**config.mk**
```make
export PLATFORM = sky130hd
export DESIGN_NAME = ps2_key_decoder
export DESIGN_NICKNAME = d
export VERILOG_FILES = /design/src/rtl/ps2_key_decoder_pkg.sv /design/src/rtl/ps2_key_decoder_if.sv /design/src/rtl/ps2_key_decoder_rx_frame.sv /design/src/rtl/ps2_key_decoder.sv
export SDC_FILE = /design/constraint.sdc
export NUM_CORES = 1
export LEC_CHECK = 0
export CORE_ASPECT_RATIO = 1.5
export CORE_UTILIZATION = 50
export DETAILED_ROUTE_END_ITERATION = 6
export MAX_ROUTING_LAYER = met4
export PLACE_DENSITY = 0.68
export SLEW_MARGIN = 30
export SYNTH_ARGS = -nofsm -noshare
export SYNTH_HDL_FRONTEND = slang
export SYNTH_SLANG_ARGS = --single-unit
export TNS_END_PERCENT = 30
```
**constraint.sdc**
```tcl
create_clock -name CLOCK_50 -period 4.2 [get_ports CLOCK_50]
set_input_delay 1.05 -clock CLOCK_50 [delete_from_list [all_inputs] [get_ports CLOCK_50]]
set_output_delay 1.05 -clock CLOCK_50 [all_outputs]
set_load 0.05 [all_outputs]
```
**src/rtl/ps2_key_decoder_pkg.sv**
```systemverilog
// Shared scan-code constants, direction bit indices and frame states
// for the PS/2 keyboard input stage.
package ps2_codes;

  localparam logic [7:0] SC_EXT   = 8'hE0;
  localparam logic [7:0] SC_BRK   = 8'hF0;
  localparam logic [7:0] SC_UP    = 8'h75;
  localparam logic [7:0] SC_DOWN  = 8'h72;
  localparam logic [7:0] SC_LEFT  = 8'h6B;
  localparam logic [7:0] SC_RIGHT = 8'h74;
  localparam logic [7:0] SC_S     = 8'h1B;

  localparam int UP    = 3;
  localparam int DOWN  = 2;
  localparam int LEFT  = 1;
  localparam int RIGHT = 0;

  typedef enum logic [1:0] {
    ST_IDLE,
    ST_DATA,
    ST_PARITY,
    ST_STOP
  } rx_state_t;

  // Odd parity holds when data and parity bit XOR to 1.
  function automatic logic odd_ok(logic [7:0] d, logic p);
    return ^{d, p};
  endfunction

endpackage

```
**src/rtl/ps2_key_decoder_if.sv**
```systemverilog
// Byte bus from the PS/2 frame receiver to the key decoder.
// All strobes are single-cycle and mutually exclusive.
interface ps2_key_decoder_if;
  logic [7:0] data;
  logic       byte_valid;
  logic       err;
  logic       abort;

  modport master (
    output data,
    output byte_valid,
    output err,
    output abort
  );

  modport slave (
    input data,
    input byte_valid,
    input err,
    input abort
  );
endinterface

```
**src/rtl/ps2_key_decoder_rx_frame.sv**
```systemverilog
// PS/2 receiver: sync, clock filter, falling-edge detect,
// 11-bit frame FSM with parity/stop check and inter-edge timeout.
module ps2_rx_frame
  import ps2_codes::*;
#(
  parameter int FILTER_LEN     = 8,
  parameter int TIMEOUT_CYCLES = 100000
) (
  input  logic clk,
  input  logic rst_n,
  input  logic ps2_clk,
  input  logic ps2_dat,
  ps2_key_decoder_if.master rx
);

  localparam int FW = $clog2(FILTER_LEN + 1);
  localparam int TW = $clog2(TIMEOUT_CYCLES);
  localparam logic [FW-1:0] FLT_MAX = FW'(FILTER_LEN - 1);
  localparam logic [TW-1:0] TO_MAX  = TW'(TIMEOUT_CYCLES - 1);

  logic [1:0]    clk_sync;
  logic [1:0]    dat_sync;
  logic [FW-1:0] flt_cnt;
  logic          flt;
  logic          flt_d;
  logic          fall;
  logic          bit_in;

  rx_state_t     state, state_n;
  logic [2:0]    bit_cnt, bit_cnt_n;
  logic [7:0]    shreg, shreg_n;
  logic          par, par_n;
  logic [TW-1:0] to_cnt, to_cnt_n;

  // Two-flop synchronizers; lines idle high.
  always_ff @(posedge clk or negedge rst_n) begin
    if (!rst_n) begin
      clk_sync <= 2'b11;
      dat_sync <= 2'b11;
    end else begin
      clk_sync <= {clk_sync[0], ps2_clk};
      dat_sync <= {dat_sync[0], ps2_dat};
    end
  end

  // Filtered clock flips after FILTER_LEN differing samples in a row.
  always_ff @(posedge clk or negedge rst_n) begin
    if (!rst_n) begin
      flt     <= 1'b1;
      flt_d   <= 1'b1;
      flt_cnt <= '0;
    end else begin
      flt_d <= flt;
      if (clk_sync[1] == flt) begin
        flt_cnt <= '0;
      end else if (flt_cnt == FLT_MAX) begin
        flt     <= clk_sync[1];
        flt_cnt <= '0;
      end else begin
        flt_cnt <= flt_cnt + 1'b1;
      end
    end
  end

  assign fall   = flt_d & ~flt;
  assign bit_in = dat_sync[1];

  // Frame state register.
  always_ff @(posedge clk or negedge rst_n) begin
    if (!rst_n) begin
      state   <= ST_IDLE;
      bit_cnt <= '0;
      shreg   <= '0;
      par     <= 1'b0;
      to_cnt  <= '0;
    end else begin
      state   <= state_n;
      bit_cnt <= bit_cnt_n;
      shreg   <= shreg_n;
      par     <= par_n;
      to_cnt  <= to_cnt_n;
    end
  end

  // Next-state, byte issue, error and timeout abort.
  always_comb begin
    state_n       = state;
    bit_cnt_n     = bit_cnt;
    shreg_n       = shreg;
    par_n         = par;
    rx.data       = shreg;
    rx.byte_valid = 1'b0;
    rx.err        = 1'b0;
    rx.abort      = 1'b0;
    if (state == ST_IDLE || fall) begin
      to_cnt_n = '0;
    end else begin
      to_cnt_n = to_cnt + 1'b1;
    end
    if (fall) begin
      unique case (state)
        ST_IDLE: begin
          if (!bit_in) begin
            state_n   = ST_DATA;
            bit_cnt_n = '0;
          end
        end
        ST_DATA: begin
          shreg_n   = {bit_in, shreg[7:1]};
          bit_cnt_n = bit_cnt + 1'b1;
          if (bit_cnt == 3'd7) begin
            state_n = ST_PARITY;
          end
        end
        ST_PARITY: begin
          par_n   = bit_in;
          state_n = ST_STOP;
        end
        ST_STOP: begin
          state_n = ST_IDLE;
          if (bit_in && odd_ok(shreg, par)) begin
            rx.byte_valid = 1'b1;
          end else begin
            rx.err = 1'b1;
          end
        end
        default: state_n = ST_IDLE;
      endcase
    end else if (state != ST_IDLE && to_cnt == TO_MAX) begin
      state_n  = ST_IDLE;
      rx.abort = 1'b1;
    end
  end

endmodule

```
**src/rtl/ps2_key_decoder.sv**
```systemverilog
// PS/2 keyboard to 2048 controls: prefix tracking, key lookup
// and registered start/direction levels plus strobes.
module ps2_key_decoder
  import ps2_codes::*;
#(
  parameter int FILTER_LEN     = 8,
  parameter int TIMEOUT_CYCLES = 100000
) (
  input  logic       CLOCK_50,
  input  logic       resetn,
  input  logic       PS2_CLK,
  input  logic       PS2_DAT,
  output logic       start,
  output logic [3:0] direction,
  output logic       key_strobe,
  output logic       frame_err
);

  ps2_key_decoder_if rx_bus ();

  logic       ext;
  logic       brk;
  logic [3:0] hit_dir;
  logic       hit_s;

  ps2_rx_frame #(
    .FILTER_LEN     (FILTER_LEN),
    .TIMEOUT_CYCLES (TIMEOUT_CYCLES)
  ) u_rx (
    .clk     (CLOCK_50),
    .rst_n   (resetn),
    .ps2_clk (PS2_CLK),
    .ps2_dat (PS2_DAT),
    .rx      (rx_bus.master)
  );

  // Key lookup of the current byte under the extended prefix.
  always_comb begin
    hit_dir = '0;
    hit_s   = 1'b0;
    unique case (1'b1)
      (ext && rx_bus.data == SC_UP):    hit_dir[UP]    = 1'b1;
      (ext && rx_bus.data == SC_DOWN):  hit_dir[DOWN]  = 1'b1;
      (ext && rx_bus.data == SC_LEFT):  hit_dir[LEFT]  = 1'b1;
      (ext && rx_bus.data == SC_RIGHT): hit_dir[RIGHT] = 1'b1;
      (!ext && rx_bus.data == SC_S):    hit_s          = 1'b1;
      default: ;
    endcase
  end

  // Prefix flags and held key levels, updated per committed byte.
  always_ff @(posedge CLOCK_50 or negedge resetn) begin
    if (!resetn) begin
      ext        <= 1'b0;
      brk        <= 1'b0;
      start      <= 1'b0;
      direction  <= '0;
      key_strobe <= 1'b0;
      frame_err  <= 1'b0;
    end else begin
      key_strobe <= 1'b0;
      frame_err  <= rx_bus.err;
      if (rx_bus.err || rx_bus.abort) begin
        ext <= 1'b0;
        brk <= 1'b0;
      end else if (rx_bus.byte_valid) begin
        if (rx_bus.data == SC_EXT) begin
          ext <= 1'b1;
        end else if (rx_bus.data == SC_BRK) begin
          brk <= 1'b1;
        end else begin
          ext <= 1'b0;
          brk <= 1'b0;
          if (hit_dir != '0) begin
            if (!brk) begin
              direction  <= hit_dir;
              key_strobe <= 1'b1;
            end else if ((direction & hit_dir) != '0) begin
              direction <= '0;
            end
          end
          if (hit_s) begin
            start      <= !brk;
            key_strobe <= !brk;
          end
        end
      end
    end
  end

endmodule

```
==> results.cfg, run 1 <==
[synthesis]
yosys.area.top_type = dfrtp_1
avgSynthCellArea_sq_um = 10.5
synth-edff-count = 0
synthTopCellsByArea = dfrtp_1 (43%), dfstp_2 (6.1%), ha_1 (3.9%)
ys_async_sr_fraction_pct = 100
ys_ff_latch = 50
synth-main-ff-cell = dfrtp_1
synth_common_cells = dfrtp_1 (44), nor2_1 (24), nand2_1 (20), o21ai_1 (13)
synth.most_common_cell = dfrtp_1
synth.cell_area_sq_um = 2570
yosys_warnings = 0
synth_seq_area_share_pct = 48.9
yosys.cell_types.count = 48
syn_nets = 258
syn_inst = 246
synth_top_area_share_pct = 42.8

[setup_path]
crit_family = buffers and inverters
crit_arrival_ns = 1.49
critPathRequiredTime_ns = 3.15
reg2reg_depth = 5
cp_slowest_cell = clkdlybuf4s50_1
cp_cell_sequence = clkdlybuf4s50_1
r2r_slack_ns = 1.82
slowest_delay_ns = 0.81
cp_max_fo = 3
rr_startpoint = u_rx.flt_d$_DFF_PN1_
reg2reg_to = direction[3]$_DFFE_PN0P_
critical_path_class = reg2out
critPathLaunchType = flop
critPathCaptureType = primary output
cp.buffers_inverters = 1

[min_path]
min_path_cells = 0
worstHoldEndpoint = u_rx.dat_sync[1]$_DFF_PN1_
holdCritStartpoint = u_rx.dat_sync[0]$_DFF_PN1_
hold_class = reg2reg

[timing]
hold_viol_final = 0
clock.fmax_mhz = 393
max_slew_margin_pct = 53.8
setup_viol = 0
layout_min_cycle_time_ns = 2.54
finalCritPeriodShare_pct = 60.5
rsz0062_at_grt = no
finalSetupTns_ns = 0
timing_worst_slew_pin_value_ns = 0.692
finClkSkew_ns = 0.00699
slew_violations = 0

[clock_tree]
cts_inserted_buffers = 5
cts_tree = built
clockRootBuffer = clkbuf_8
cts_hold_buf = 0
clockBufferDepth = 2
cts_resized = 0
clk_pin_slew_worst_paths_ns = 0.08
cts_sinks = 50
cts_setup_buffers = 0
clk_latency_ns = 0.30
htree_levels = 2

[cells_and_area]
insertedDiodeCount = 0
drive_gt1_share_pct = 9.06
area_growth_pct = 8.66
fin_area_sq_um = 2800
nNetsFinal = 265
fin_util_pct = 57.2
nFillCells = 471

[route]
ant_nets = 0
drtIter0Drc = 79
dr.pass1.iters = 4
finalWirelength_um = 4310
via_per_inst = 5.35
drc = 0
wire_per_inst_um = 13.5
vias = 1712

[power]
power_density_nw_per_um2 = 343
ir_drop_mv = 0.230
finalPower_mw = 0.958
leakagePower_nw = 1.20

[global_route]
gr-usage-met2_pct = 31.9
met1_usage_pct = 20.8
grt-ovfl-total = 0
grt.busiest_layer = met2
grt_max_degree = 30
grt_util_all_layers_pct = 18.6
use_met3_pct = 3.45
first_global_vias = 1739
antenna_found_initial = 0
grt_pass1_wl_um = 7490

[placed_design]
place_area_sq_um = 2710
place.gp.congestion = 0.805
io_buffers = 10
dp.final_hpwl_um = 3100

[floorplanning]
row_count = 31
coreArea_sq_um = 4890
start_util_pct = 52.6
io_pins = 11
dieArea_sq_um = 5440
die_w_um = 60.6
die_h_um = 89.9

[flow_run]
cap_viol_max_count = 0

[outcome]
status = finished clean
metrics by stage:
stage	hold WS (ns)	setup WS [ns]	std cells
after floorplan	0.345	2.23	246
after global placement	0.345	1.89	312
after detailed placement	0.348	1.83	312
after CTS	0.360	1.64	320
after global routing	0.372	1.61	320
final	0.359	1.66	320
routing by layer:
metal	wire length, um	share of wire [%]
met1	1890	44
met2	2270	53
met3	73	1.7
met4	76	1.8
met5	0	0
how the worst max path moves through the flow:
| stage | cells after the start | slack (ns) | endpoint | start |
|---|---|---|---|---|
| after floorplan | 6 | 2.23 | direction[0]$_DFFE_PN0P_ | u_rx.rx.data[3]$_DFFE_PN0P_ |
| after global placement | 5 | 1.89 | direction[3]$_DFFE_PN0P_ | u_rx.flt_d$_DFF_PN1_ |
| after detailed placement | 5 | 1.83 | direction[3]$_DFFE_PN0P_ | u_rx.flt_d$_DFF_PN1_ |
| after CTS | 1 | 1.64 | direction[3] | direction[3]$_DFFE_PN0P_ |
| after global routing | 1 | 1.61 | direction[0] | direction[0]$_DFFE_PN0P_ |
| final | 1 | 1.66 | direction[3] | direction[3]$_DFFE_PN0P_ |
final cells by class:
class                   instances  area, sq um  area share, %
clock buffers                   8         90.1           3.22
inverters                      10         37.5           1.34
multi-input cells             175         1220           43.8
flip-flops and latches         50         1260           45.0
well taps                      66         82.6           2.95
repair buffers                 11          103           3.67
sequential cells by signal (all words and copies together) (netlist names):
register and cells:
brk 1, ext 1, u_rx.clk_sync 2, u_rx.bit_cnt 3, u_rx.flt_cnt 4, u_rx.dat_sync 2, u_rx.state 2, u_rx.flt_d 1
direction 4, u_rx.flt 1, u_rx.par 1, u_rx.to_cnt 17, frame_err 1, u_rx.rx.data 8, key_strobe 1, start 1
cell usage in the layout (no fill, tap or decap), types with 6 or more instances in the layout:
master           Yosys  routed
or3_1                7       7
a21oi_1             11      11
o21ai_1             13      13
nand2_1             20      20
xor2_1               7       7
clkdlybuf4s50_1      0       9
nor2_1              24      24
inv_1               10      10
dfrtp_1             44      44
clkbuf_8             0       6
xnor2_1              9       9
mux2_1               7       7
nand3_1             11      11
dfstp_2              6       6
ha_1                 8       8
kinds of logic (layout without fill, tap and decap cells):
family / after synthesis / count (layout) / synth area share, %
compound gates: 36 / 36 / 8.90
simple gates: 98 / 98 / 20.3
fa+ha+maj: 8 / 8 / 3.89
mux: 14 / 14 / 6.42
buf+inv: 21 / 29 / 3.50
flops: 50 / 50 / 48.9
xor+xnor: 19 / 19 / 8.07
power breakdown:
part,switching (mW),internal (mW)
Sequential,0.0243,0.517
Clock,0.148,0.134
Combinational,0.0851,0.0484
Total,0.257,0.700
No activity file was read; power rests on OpenSTA's default activity.
==> inputs of run 2 (changes only) <==
- clock period: 4.2 -> 2.42 ns (I/O delays scaled with it)
==> run 2 against run 1 <==
Compared with the run above: cell count grew 0.31%; wire length grew 3.9%; sequential power grew 73%; count of clock-buffer cells in the layout shrank 2; first-iteration DRC count grew 8.9%; critical path depth is the same; register-to-register slack lost 1.5 ns; largest power group unchanged.
==> results.cfg, run 2 (same netlist as run 1, synthesis figures left out) <==
[outcome]
status = finished clean

[floorplanning]
die_h_um = 89.9
io_pins = 11
coreArea_sq_um = 4890
row_count = 31
start_util_pct = 52.6
die_w_um = 60.6
dieArea_sq_um = 5440

[setup_path]
crit_family = buffers and inverters
cp_max_fo = 3
critPathRequiredTime_ns = 1.81
cp_cell_sequence = clkdlybuf4s50_1
critPathCaptureType = primary output
cp_slowest_cell = clkdlybuf4s50_1
critical_path_class = reg2out
slowest_delay_ns = 0.83
cp.buffers_inverters = 1
crit_arrival_ns = 1.54
critPathLaunchType = flop

[placed_design]
dp.final_hpwl_um = 3210
place.gp.congestion = 0.801
io_buffers = 10

[timing]
rsz0062_at_grt = no
finalSetupTns_ns = 0
finClkSkew_ns = 0.0119
timing_worst_slew_pin_value_ns = 0.601
finalCritPeriodShare_pct = 88.5
layout_min_cycle_time_ns = 2.14
hold_viol_final = 0
setup_viol = 0
clock.fmax_mhz = 467
max_slew_margin_pct = 60.0
slew_violations = 0

[global_route]
grt_max_degree = 51
antenna_found_initial = 0
first_global_vias = 1686
grt_util_all_layers_pct = 19.2
grt_pass1_wl_um = 7650
grt-ovfl-total = 0

[route]
drc = 0
via_per_inst = 5.37
drtIter0Drc = 86
finalWirelength_um = 4480
dr.pass1.iters = 4
vias = 1724
ant_nets = 0
wire_per_inst_um = 14.0

[power]
ir_drop_mv = 0.531
power_density_nw_per_um2 = 665
power_frac_seq_pct = 49.1
power_switching_mw = 0.473
pwr-share-clk_pct = 37.7
combPwrFrac_pct = 13.2
leakagePower_nw = 1.24
p_int_mw = 1.43
p_sw_share_pct = 24.8

[clock_tree]
cts_tree = built
cts_hold_buf = 0
cts_inserted_buffers = 5
cts_sinks = 50
clk_latency_ns = 0.31
clockRootBuffer = clkbuf_8
htree_levels = 2
clockBufferDepth = 2
cts_resized = 0
cts_setup_buffers = 0
clk_pin_slew_worst_paths_ns = 0.10

[cells_and_area]
area_growth_pct = 11.5
fin_util_pct = 58.7
insertedDiodeCount = 0
largest-register = u_rx.to_cnt
final_common_cell = dfrtp_1
mostFrequentLayoutCells = dfrtp_1 (44), nor2_1 (24), nand2_1 (20)
nNetsFinal = 266
largest_reg_flops = 17
drive_gt1_share_pct = 10.2

[min_path]
hold_class = in2async

[flow_run]
cap_viol_max_count = 0
run 2: per-layer routing:
metal / track usage [%] / vias up / wire, um
li1: - / 871 / -
met1: 22.4 / 827 / 1830
met2: 32.1 / 18 / 2470
met3: 3.02 / 8 / 86
met4: 7.39 / 0 / 93
met5: - / - / 0
run 2: final timing paths:
check,startpoint,to,slack [ns],depth (start not counted)
max reg2reg,u_rx.state[0]$_DFFE_PN0P_,u_rx.state[0]$_DFFE_PN0P_,0.31,7
max in group asynchronous,resetn,u_rx.dat_sync[1]$_DFF_PN1_,1.87,2
min in group CLOCK_50,u_rx.clk_sync[0]$_DFF_PN1_,u_rx.clk_sync[1]$_DFF_PN1_,0.37,0
max,direction[3]$_DFFE_PN0P_,direction[3],0.28,1
min,resetn,direction[3]$_DFFE_PN0P_,0.26,2
min reg2reg,u_rx.clk_sync[0]$_DFF_PN1_,u_rx.clk_sync[1]$_DFF_PN1_,0.37,0
run 2: layout make-up:
cell class              count  area (sq um)
inverters                  10          37.5
flip-flops and latches     50          1260
clock buffers               6          82.6
multi-input cells         175          1220
repair buffers             12           123
well taps                  66          82.6
fillers                   445          2020
clock inverters             2          60.1
run 2: per-stage QoR:
stage               instances  cell area, sq um  power, mW  hold WS (ns)  worst slack [ns]
finish                    321              2870       1.91         0.260             0.278
global route              321              2870       1.99         0.279             0.177
CTS                       321              2870       1.93         0.277             0.259
detailed placement        313              2730       1.21         0.355             0.307
global placement          313              2730       1.20         0.346             0.322
floorplan                 246              2570       1.13         0.309             0.451
run 2: power groups by stage:
stage / Sequential (mW) / Combinational, mW / Clock [mW]
2_1_floorplan: 0.944 / 0.184 / 0
3_3_place_gp: 0.953 / 0.249 / 0
3_5_place_dp: 0.954 / 0.257 / 0
4_1_cts: 0.938 / 0.259 / 0.735
5_1_grt: 0.946 / 0.284 / 0.763
6_report: 0.937 / 0.251 / 0.719
==> inputs of run 3 (changes only) <==
- GPL_TIMING_DRIVEN: not set -> 0
==> run 3 against run 2 <==
Compared with the run above: register-to-register slack got worse by 0.06 ns; combinational power is 3% lower; count of clock-buffer cells in the layout shrank 1; cell count up 2.8%; power down 7.2%; cell area about the same; wire length is 2.0% lower; fmax fell by 1.1%; sequential power about the same; sequential cell count unchanged; critical path depth grew 6; die area is the same.
==> results.cfg, run 3 (same netlist as run 1, synthesis figures left out) <==
[outcome]
status = finished clean

[clock_tree]
cts_sinks = 50
cts_setup_buffers = 0
cts_tree = built
cts_hold_buf = 0
clockRootBuffer = clkbuf_8
htree_levels = 2
clockBufferDepth = 2
clk_pin_slew_worst_paths_ns = 0.09
cts_inserted_buffers = 5
cts_resized = 0
clk_latency_ns = 0.31

[placed_design]
place_area_sq_um = 2750
io_buffers = 10
dp.final_hpwl_um = 3250
place.gp.congestion = 0.760

[power]
power_frac_seq_pct = 52.9
power_switching_mw = 0.474
finalPower_mw = 1.77
leakagePower_nw = 1.24
combPwrFrac_pct = 13.8
p_sw_share_pct = 26.8
pwr-share-clk_pct = 33.3
p_int_mw = 1.30
ir_drop_mv = 0.591
power_density_nw_per_um2 = 617

[cells_and_area]
fin_util_pct = 58.7
final_common_cell = dfrtp_1
fin_area_sq_um = 2870
insertedDiodeCount = 0
drive_gt1_share_pct = 10.6
regArea_sq_um = 1260
nFillCells = 450
largest_reg_flops = 17
multiInputGateArea_sq_um = 1220
largest-register = u_rx.to_cnt
area_growth_pct = 11.4
nNetsFinal = 275
mostFrequentLayoutCells = dfrtp_1 (44), nor2_1 (24), nand2_1 (20)

[route]
vias = 1803
finalWirelength_um = 4390
via_per_inst = 5.46
dr.pass1.iters = 4
ant_nets = 0
drc = 0
drtIter0Drc = 60
wire_per_inst_um = 13.3

[timing]
timing_worst_slew_pin_value_ns = 0.612
rsz0062_at_grt = no
finClkSkew_ns = 0.00778
hold_viol_final = 0
max_slew_margin_pct = 59.2
setup_viol = 0
finalSetupTns_ns = 0
finalCritPeriodShare_pct = 89.5
clock.fmax_mhz = 462
hold_slack_ns = 0.282
layout_min_cycle_time_ns = 2.17
slew_violations = 0

[global_route]
grt_max_degree = 51
grt-ovfl-total = 0
grt_pass1_wl_um = 7760
first_global_vias = 1793
antenna_found_initial = 0
grt_util_all_layers_pct = 19.3

[floorplanning]
die_h_um = 89.9
io_pins = 11
die_w_um = 60.6
coreArea_sq_um = 4890
row_count = 31
start_util_pct = 52.6
dieArea_sq_um = 5440

[setup_path]
reg2reg_depth = 7
rr_startpoint = u_rx.state[0]$_DFFE_PN0P_
slowest_delay_ns = 0.55
cp-startpoint = u_rx.state[0]$_DFFE_PN0P_
r2r_slack_ns = 0.25
critPathRequiredTime_ns = 2.60
critPathLaunchType = flop
cp_slowest_cell = or4_1
cp_cell_sequence = inv_1 > ha_1 > nor4_1 > nand2_1 > or4_1 > o2bb2ai_1 > mux2i_1
critical_path_class = reg2reg
crit_arrival_ns = 2.35
cp_max_fo = 8
critPathCaptureType = flop

[min_path]
hold_class = in2async

[flow_run]
cap_viol_max_count = 0
run 3: cell types whose count changed in the layout (fill, tap and decap cells not counted):
| cell | change |
|---|---|
| buf_12 | -1 |
| clkbuf_1 | +7 |
| clkbuf_8 | -1 |
| clkinvlp_4 | +2 |
| bufinv_16 | -1 |
| buf_2 | +2 |
| buf_6 | +1 |
run 3: power by group through the flow:
| stage | sequential (mW) | clock [mW] | combinational, mW |
|---|---|---|---|
| finish | 0.937 | 0.589 | 0.244 |
| global route | 0.944 | 0.639 | 0.277 |
| CTS | 0.938 | 0.609 | 0.251 |
| detailed placement | 0.955 | 0 | 0.249 |
| global placement | 0.953 | 0 | 0.247 |
| floorplan | 0.944 | 0 | 0.184 |
run 3: worst max-delay path: cells and delay by family (launching register included):
kind	cells	cell delay [ns]
flip-flops	1	0.39
AND/OR/NAND/NOR	3	0.91
multiplexers	1	0.14
adder cells (fa/ha/maj)	1	0.30
AO/OA/AOI/OAI	1	0.21
buffers and inverters	1	0.09
run 3: cell type report:
type | instances | area share, %
clock inverters | 3 | 1.57
multi-input cells | 175 | 42.7
repair buffers | 10 | 3.40
flip-flops and latches | 50 | 43.9
inverters | 10 | 1.31
clock buffers | 5 | 2.40
well taps | 66 | 2.88
plain buffers | 11 | 1.83
run 3: layer usage:
layer  track usage (%)  vias to the layer above  share of wire [%]
met5                 -                        -                  0
met4              6.82                        0                1.8
met3              3.02                        7                1.7
met2              33.5                       17                 56
met1              21.6                      892                 41
li1                  -                      887                  -
run 3: path summary, 6_finish.rpt:
kind,end
worst max register to register,u_rx.state[1]$_DFFE_PN0P_
min in group CLOCK_50,u_rx.dat_sync[1]$_DFF_PN1_
worst min-delay path,direction[0]$_DFFE_PN0P_
max in group asynchronous,u_rx.rx.data[4]$_DFFE_PN0P_
worst min register to register,u_rx.dat_sync[1]$_DFF_PN1_
worst max-delay path,u_rx.state[1]$_DFFE_PN0P_
run 3: stage by stage:
stage / setup WS, ns / std cells
final: 0.254 / 330
after global routing: 0.124 / 330
after global placement: -0.714 / 322
after CTS: 0.232 / 330
after floorplan: 0.451 / 246
after detailed placement: 0.250 / 322
